===== src/rtl/ram_param_clr.sv =====
// Parametrised single-port synchronous RAM with a hardware zero-fill
// sequencer. The sweep runs after reset and whenever clear is seen while
// idle. Out-of-range accesses are flagged for one cycle through addr_err.
//
// state    | meaning
// ---------+--------------------------------------------------------------
// ST_SWEEP | zero-filling mem[ptr] one word per edge, user accesses ignored
// ST_IDLE  | array usable; reads, writes and clear requests are honoured
module ram_param_clr #(
    parameter int DATA_W = 3,
    parameter int DEPTH  = 10,
    parameter int ADDR_W = 4
) (
    input  logic              clock,
    input  logic              reset,
    input  logic              enable,
    input  logic              we,
    input  logic [ADDR_W-1:0] addr,
    input  logic [DATA_W-1:0] data_in,
    input  logic              clear,
    output logic [DATA_W-1:0] data_out,
    output logic              busy,
    output logic              addr_err
);

    typedef enum logic {
        ST_SWEEP = 1'b0,
        ST_IDLE  = 1'b1
    } state_t;

    // DEPTH widened by one bit so the range compare never overflows.
    localparam logic [ADDR_W:0]   DEPTH_C = (ADDR_W + 1)'(DEPTH);
    localparam logic [ADDR_W-1:0] LAST_C  = ADDR_W'(DEPTH - 1);

    state_t              state_q, state_d;
    logic [ADDR_W-1:0]   ptr_q, ptr_d;
    logic [DATA_W-1:0]   data_out_q, data_out_d;
    logic                addr_err_q, addr_err_d;

    logic [DATA_W-1:0]   mem_q [DEPTH];
    logic                mem_we;
    logic [ADDR_W-1:0]   mem_waddr;
    logic [DATA_W-1:0]   mem_wdata;

    logic                addr_ok;
    logic                is_access;
    logic [DATA_W-1:0]   rd_word;

    // Address qualification; a gated write (we=1, enable=0) is not an access.
    always_comb begin
        addr_ok   = ({1'b0, addr} < DEPTH_C);
        is_access = !we || enable;
        rd_word   = '0;
        if (addr_ok) begin
            rd_word = mem_q[addr];
        end
    end

    // Next-state, sweep pointer, array write port and registered outputs.
    always_comb begin
        state_d    = state_q;
        ptr_d      = ptr_q;
        data_out_d = data_out_q;
        addr_err_d = 1'b0;
        mem_we     = 1'b0;
        mem_waddr  = ptr_q;
        mem_wdata  = '0;
        unique case (state_q)
            ST_SWEEP: begin
                mem_we = 1'b1;
                if (ptr_q == LAST_C) begin
                    ptr_d   = '0;
                    state_d = ST_IDLE;
                end else begin
                    ptr_d = ptr_q + 1'b1;
                end
            end
            ST_IDLE: begin
                if (clear) begin
                    // Clear wins over any access presented in the same cycle.
                    ptr_d   = '0;
                    state_d = ST_SWEEP;
                end else if (is_access) begin
                    addr_err_d = !addr_ok;
                    if (we && addr_ok) begin
                        mem_we    = 1'b1;
                        mem_waddr = addr;
                        mem_wdata = data_in;
                    end
                    if (!we) begin
                        data_out_d = addr_ok ? rd_word : '0;
                    end
                end
            end
            default: begin
                state_d = ST_SWEEP;
                ptr_d   = '0;
            end
        endcase
    end

    // Control and output registers; reset restarts the sweep from word 0.
    always_ff @(posedge clock or posedge reset) begin
        if (reset) begin
            state_q    <= ST_SWEEP;
            ptr_q      <= '0;
            data_out_q <= '0;
            addr_err_q <= 1'b0;
        end else begin
            state_q    <= state_d;
            ptr_q      <= ptr_d;
            data_out_q <= data_out_d;
            addr_err_q <= addr_err_d;
        end
    end

    // Storage array; deliberately not reset, the sweep zeroes it instead.
    always_ff @(posedge clock) begin
        if (mem_we) begin
            mem_q[mem_waddr] <= mem_wdata;
        end
    end

    assign data_out = data_out_q;
    assign addr_err = addr_err_q;
    assign busy     = (state_q == ST_SWEEP);

endmodule


===== config.mk =====
export PLATFORM = sky130hd
export DESIGN_NAME = ram_param_clr
export DESIGN_NICKNAME = d
export VERILOG_FILES = /design/src/rtl/ram_param_clr.sv
export SDC_FILE = /design/constraint.sdc
export NUM_CORES = 1
export LEC_CHECK = 0
export ABC_CLOCK_PERIOD_IN_PS = 4160
export CAP_MARGIN = 20
export CORE_MARGIN = 5
export CORE_UTILIZATION = 60
export DETAILED_ROUTE_END_ITERATION = 10
export GPL_TIMING_DRIVEN = 1
export PLACE_DENSITY = 0.94
export SYNTH_ARGS = -nofsm -noshare
export SYNTH_HDL_FRONTEND = slang
export SYNTH_SLANG_ARGS = --single-unit

===== constraint.sdc =====
create_clock -name clock -period 4.16 [get_ports clock]
set_input_delay 0.416 -clock clock [delete_from_list [all_inputs] [get_ports clock]]
set_output_delay 0.416 -clock clock [all_outputs]
set_load 0.01 [all_outputs]

==> out/metrics.csv, run 1 <==
stage;metric;value;unit
die;rows;19;
synthesis;synth_nets;142;
synthesis;synth-main-ff-cell;edfxtp_1;
place;gp_congestion;0.866;
die;die_y;64.4;um
cts;cts_max_level;2;
die;start_util;0.633;
sta;finalCritPeriodShare;0.520;
final_layout;area_delta_synth_final;12.6;%
cts;ctsResizeCount;0;
place;port-buffer-count;16;
detailed_routing;dr_total_vias;1138;
sta;slew-limit-headroom;0.642;
cts;cts.clk_slew.worst_paths;110;ps
setup_path;r2r_slack;2160;ps
sta;fin_crit;2160;ps
grt;grt_pass1_wl;5.80;mm
grt;grtUsageTotal;0.191;
setup_path;end_kind;register;
synthesis;synth-seq-cells;39;
setup_path;crit_path_max_fanout;12;
detailed_routing;drc;0;
place;dp_hpwl;2.57;mm
cts;cts_sinks;39;
cts;cts_tree;built;
grt;grt_antenna_before_repair;0;
pwr;peakVddDrop;0.000319;V
sta;fin_skew;7.60;ps
grt;grt_pass1_vias;1203;
final_layout;antennaDiodeCount;0;
pwr;power.density;538;mW/mm^2
setup_path;cp.arrival;2400;ps
cts;hold_buffers;0;
run;drv_cap;0;
cts;cts_buffers;5;
sta;tns;0;ps
min_path;hold_path.class;input port to async pin;
final_layout;layout-drive-gt1-share;0.0811;
final_layout;final_common_cell;edfxtp_1;
setup_path;r2r_start;state_q;
setup_path;critPathLaunchType;input port;
cts;cts_setup_buffers;0;
synthesis;synth_edf_count;30;
synthesis;syn_inst;128;
setup_path;crit_type;input port to register;
cts;worstSkewPairLatency;340;ps
pwr;p_total;1.08;mW
setup_path;rr_worst_depth;4;
sta;tightestPinTransition;535;ps
synthesis;seq_area_frac_synth;0.634;
die;num_io_pins;17;
cts;clockRootBuffer;clkbuf_4;
synthesis;syn_area;0.00178;sq mm
cts;clock_path_buffers;2;
synthesis;netlist-cell-type-count;35;
sta;finalSetupViolCount;0;
final_layout;fin_nets;161;
sta;fin_hold_ws;327;ps
detailed_routing;ant_nets;0;
synthesis;avgSynthCellArea;13.9;sq um
die;die_x;64.4;um
sta;report.final.hold_viol_count;0;
die;die-area;0.00415;sq mm
sta;rsz0062_at_grt;false;
detailed_routing;viasPerCell;6.36;
detailed_routing;dr.pass1.iters;4;
detailed_routing;wl;3.44;mm
setup_path;cp_data_required_time;4390;ps
outcome;status;finished clean;
grt;grt_max_degree;13;
detailed_routing;wl_per_cell;19.2;um
die;core;0.00281;sq mm
grt;grt_overflow_total;0;
sta;drv_slew;0;
final_layout;mostFrequentLayoutCells;edfxtp_1, nor2_1, clkdlybuf4s50_1;
setup_path;r2r_end;mem_q[5][0];
sta;max_freq;0.462;GHz
synthesis;postSynth.asyncResetShare;0.231;
pwr;leakage;0.726;nW
synthesis;yosys_warnings;0;
detailed_routing;drt_iter0_drc;108;
## through the flow
step            util  worst slack (ps)  cell area (sq um)  instances
2_1_floorplan      -              2490               1780        128
3_3_place_gp   0.694              1730               1950        171
3_5_place_dp   0.694              1620               1950        171
4_1_cts        0.713              2000               2000        179
5_1_grt        0.713              1890               2000        179
6_report       0.713              2000               2000        179
## flip-flops by register name, indices dropped and copies added (netlist names)
name and flops:
data_out 3, mem_q 30, addr_err 1, state_q 1
ptr_q 4
## cell type report
class	instances	area, sq um
Sequential cell	39	1130
Fill cell	179	806
Multi-Input combinational cell	78	594
Timing Repair Buffer	16	160
Clock buffer	6	41.3
Tap cell	31	38.8
Inverter	7	26.3
Clock inverter	2	12.5
## synth_stat cells (4+ instances only)
library cell	count	area, sq um
nor2b_1	4	25.0
edfxtp_1	30	901
mux2i_1	6	60.1
inv_1	6	22.5
nor2_1	18	67.6
dfrtp_1	9	225
o21ai_0	4	20.0
nor3_1	4	20.0
## worst max-delay path, cell delays in order
cell,delay [ps]
clkdlybuf4s50_1,810
mux4_1,650
mux2i_1,180
nor3_1,70
a221o_1,270
## power breakdown
group          total (mW)  internal [mW]  leakage, nW  switching, mW
clock               0.184         0.0652       0.0282          0.118
combinational       0.299          0.136        0.306          0.164
sequential          0.593          0.524        0.392         0.0690
total                1.08          0.725        0.726          0.351
## routing by layer
metal  vias up  part of all wire  global-route usage
met5         -                 0                   0
met4         0             0.031              0.0950
met3        14             0.068              0.0683
met2        43              0.49               0.316
met1       552              0.41               0.221
li1        529                 -                   -
## worst max path at each step
stage             endpoint  cells after the start     from  slack, ps
3_5_place_dp   data_out[2]                      5  addr[0]       1620
5_1_grt        data_out[2]                      5  addr[0]       1890
4_1_cts        data_out[2]                      5  addr[0]       2000
2_1_floorplan  mem_q[9][0]                      5  addr[2]       2490
3_3_place_gp   data_out[1]                      5  addr[0]       1730
6_report       data_out[2]                      5  addr[0]       2000
## logic make-up (layout without fill, tap and decap cells)
| kind of cell | Yosys count | after routing | share of synthesized area |
|---|---|---|---|
| AO/OA/AOI/OAI | 18 | 18 | 0.0726 |
| flip-flops | 39 | 39 | 0.634 |
| buffers and inverters | 11 | 31 | 0.0310 |
| AND/OR/NAND/NOR | 44 | 44 | 0.125 |
| adder cells (fa/ha/maj) | 2 | 2 | 0.0141 |
| multiplexers | 14 | 14 | 0.123 |
Note: power is estimated with default switching activity, not from simulation.
==> inputs of run 2 (changes only) <==
==> config.mk (replaced) <==
export PLATFORM = sky130hd
export DESIGN_NAME = ram_param_clr
export DESIGN_NICKNAME = d
export VERILOG_FILES = /design/src/rtl/ram_param_clr.sv
export SDC_FILE = /design/constraint.sdc
export NUM_CORES = 1
export LEC_CHECK = 0
export ABC_CLOCK_PERIOD_IN_PS = 1940
export CAP_MARGIN = 20
export CORE_MARGIN = 5
export CORE_UTILIZATION = 50
export DETAILED_ROUTE_END_ITERATION = 10
export GPL_TIMING_DRIVEN = 1
export PLACE_DENSITY = 0.85
export SYNTH_ARGS = -nofsm -noshare
export SYNTH_HDL_FRONTEND = slang
export SYNTH_SLANG_ARGS = --single-unit
==> constraint.sdc (replaced) <==
create_clock -name clock -period 1.94 [get_ports clock]
set_input_delay 0.194 -clock clock [delete_from_list [all_inputs] [get_ports clock]]
set_output_delay 0.194 -clock clock [all_outputs]
set_load 0.01 [all_outputs]
==> run 2 against run 1 <==
  * Sequential power rose by 110%
  * Clock skew grew 12 ps
  * Hold slack got worse by 230 ps
  * Total power increased by 140%
  * Non-clock buffer count is 12 higher
  * Combinational power up 120%
  * Clock power increased to 3.6 times the previous value
  * Via count rose by 3.3%
  * Core utilization decreased by 7.7 points
  * Critical path depth down 2
  * Largest cell class unchanged
==> out/metrics.csv, run 2 (synthesized netlist as in run 1, its figures left out) <==
stage;metric;value;unit;change
outcome;status;finished clean;;unchanged
place;dp_hpwl;2.81;mm;was 2.57 mm
cts;cts_tree;built;;unchanged
final_layout;fin_util;0.636;;was 0.713
die;die_x;69.6;um;was 64.4 um
sta;slew-limit-headroom;0.754;;was 0.642
setup_path;r2r_end;mem_q[2][1];;was mem_q[5][0]
grt;grt_pass1_vias;1187;;was 1,203
setup_path;r2r_slack;310;ps;was 2160 ps
cts;cts.clk_slew.worst_paths;120;ps;was 110 ps
grt;grt_overflow_total;0;;unchanged
sta;rsz0062_at_grt;false;;unchanged
detailed_routing;wl;3.58;mm;was 3.44 mm
die;start_util;0.524;;was 0.633
final_layout;fin_nets;173;;was 161
place;dp.cells;198;;was 171
final_layout;mostFrequentLayoutCells;edfxtp_1, nor2_1, clkdlybuf4s50_1;;unchanged
die;die_y;69.6;um;was 64.4 um
cts;clockRootBuffer;clkbuf_4;;unchanged
setup_path;critPathLaunchType;register;;was input port
setup_path;cp_top_family;buffers and inverters;;was multiplexers
cts;ctsResizeCount;0;;unchanged
die;num_io_pins;17;;unchanged
sta;fin_crit;1710;ps;
sta;max_freq;0.585;GHz;
min_path;hold_path.class;input port to async pin;;unchanged
final_layout;largest_reg_flops;30;;unchanged
final_layout;layout-drive-gt1-share;0.150;;was 0.0811
place;dpl_worst_slack;-95.0;ps;was 1620 ps
detailed_routing;drt_iter0_drc;87;;was 108
sta;finalSetupViolCount;0;;unchanged
sta;fin_hold_ws;97.6;ps;was 327 ps
final_layout;regMostFlops;mem_q;;unchanged
setup_path;end_kind;output port;;was register
sta;drv_slew;0;;unchanged
setup_path;worstSetupStartpoint;state_q;;was addr[0]
sta;finalCritPeriodShare;0.880;;
detailed_routing;drc;0;;unchanged
cts;clock_path_buffers;2;;unchanged
cts;cts_setup_buffers;0;;unchanged
setup_path;crit_type;register to output port;;was input port to register
sta;fin_skew;19.2;ps;was 7.60 ps
setup_path;crit_path_max_fanout;11;;was 12
sta;report.final.hold_viol_count;0;;unchanged
detailed_routing;ant_nets;0;;unchanged
die;rows;21;;was 19
die;die-area;0.00484;sq mm;was 0.00415 sq mm
setup_path;cp_slowest_cell;clkdlybuf4s50_1;;unchanged
detailed_routing;wl_per_cell;17.4;um;was 19.2 um
setup_path;cp_data_required_time;1750;ps;was 4390 ps
place;dpl_cell_area;0.00205;sq mm;was 0.00195 sq mm
grt;grt_max_degree;13;;unchanged
cts;cts_buffers;5;;unchanged
pwr;peakVddDrop;0.000466;V;was 0.000319 V
final_layout;final_common_cell;edfxtp_1;;unchanged
pwr;power.density;1200;mW/mm^2;was 538 mW/mm^2
sta;setup_slack;232;ps;was 2000 ps
run;drv_cap;0;;unchanged
die;core;0.00339;sq mm;was 0.00281 sq mm
cts;hold_buffers;0;;unchanged
setup_path;slowest_delay;530;ps;was 810 ps
final_layout;final_cell_area;0.00216;sq mm;was 0.00200 sq mm
detailed_routing;dr.pass1.iters;4;;unchanged
grt;grt_antenna_before_repair;0;;unchanged
cts;cts_sinks;39;;unchanged
grt;grt_pass1_wl;5.74;mm;was 5.80 mm
final_layout;fillers;233;;was 179
setup_path;rr_worst_depth;5;;was 4
final_layout;fin_cells;206;;was 179
pwr;leakage;0.808;nW;was 0.726 nW
cts;worstSkewPairLatency;350;ps;was 340 ps
setup_path;cp_num_cells;3;;was 5
cts;cts_max_level;2;;unchanged
sta;tightestPinTransition;358;ps;was 535 ps
detailed_routing;viasPerCell;5.70;;was 6.36
place;gp_congestion;0.864;;was 0.866
setup_path;cp.arrival;1510;ps;was 2400 ps
setup_path;r2r_start;state_q;;unchanged
final_layout;area_delta_synth_final;21.4;%;was 12.6%
grt;grtUsageTotal;0.159;;was 0.191
detailed_routing;dr_total_vias;1175;;was 1,138
setup_path;critPathBufInv;3;;was 1
final_layout;antennaDiodeCount;0;;unchanged
setup_path;worstPathCellList;buf_4, inv_1, clkdlybuf4s50_1;;was clkdlybuf4s50_1, mux4_1, mux2i_1, nor3_1, a221o_1
place;port-buffer-count;16;;unchanged
## run 2: worst max-delay path by stage
| stage | slack, ps | to |
|---|---|---|
| final | 230 | busy |
| after global placement | -20 | data_out[1] |
| after detailed placement | -90 | mem_q[1][1] |
| after floorplan | 340 | mem_q[8][0] |
| after global routing | 160 | busy |
| after CTS | 220 | busy |
## run 2: layout make-up
class                           count  area [sq um]  share of cell area
Clock buffer                        6          41.3              0.0192
Multi-Input combinational cell     78           594               0.276
Tap cell                           46          57.6              0.0267
Inverter                            7          26.3              0.0122
Timing Repair Buffer               28           250               0.116
Clock inverter                      2          60.1              0.0279
Sequential cell                    39          1130               0.522
## run 2: worst register-to-register path, cell delays in order (launching register included)
cell and delay (ps):
dfrtp_1 370, nand4b_1 160, buf_4 180, nor4_1 210, a31oi_1 110, nor2_1 290
## run 2: layer usage
| layer | wire length [um] | global-route usage | share of wire | vias to the layer above |
|---|---|---|---|---|
| met5 | 0 | 0 | 0 | - |
| met1 | 1420 | 0.178 | 0.40 | 575 |
| met4 | 72 | 0.0564 | 0.020 | 0 |
| li1 | - | - | - | 551 |
| met2 | 1860 | 0.271 | 0.52 | 38 |
| met3 | 236 | 0.0667 | 0.066 | 11 |
## run 2: power by group
group,internal (mW),switching [mW],leakage (nW),total (mW)
registers,1.12,0.130,0.392,1.25
logic,0.311,0.360,0.364,0.671
clock network,0.402,0.256,0.0525,0.658
total,1.84,0.746,0.808,2.58
## run 2: through the flow
| stage | setup TNS (ps) | total power [mW] |
|---|---|---|
| floorplan | 0 | 1.68 |
| global placement | -53.3 | 1.89 |
| detailed placement | -2020 | 1.95 |
| CTS | 0 | 2.59 |
| global route | 0 | 2.72 |
| finish | 0 | 2.58 |
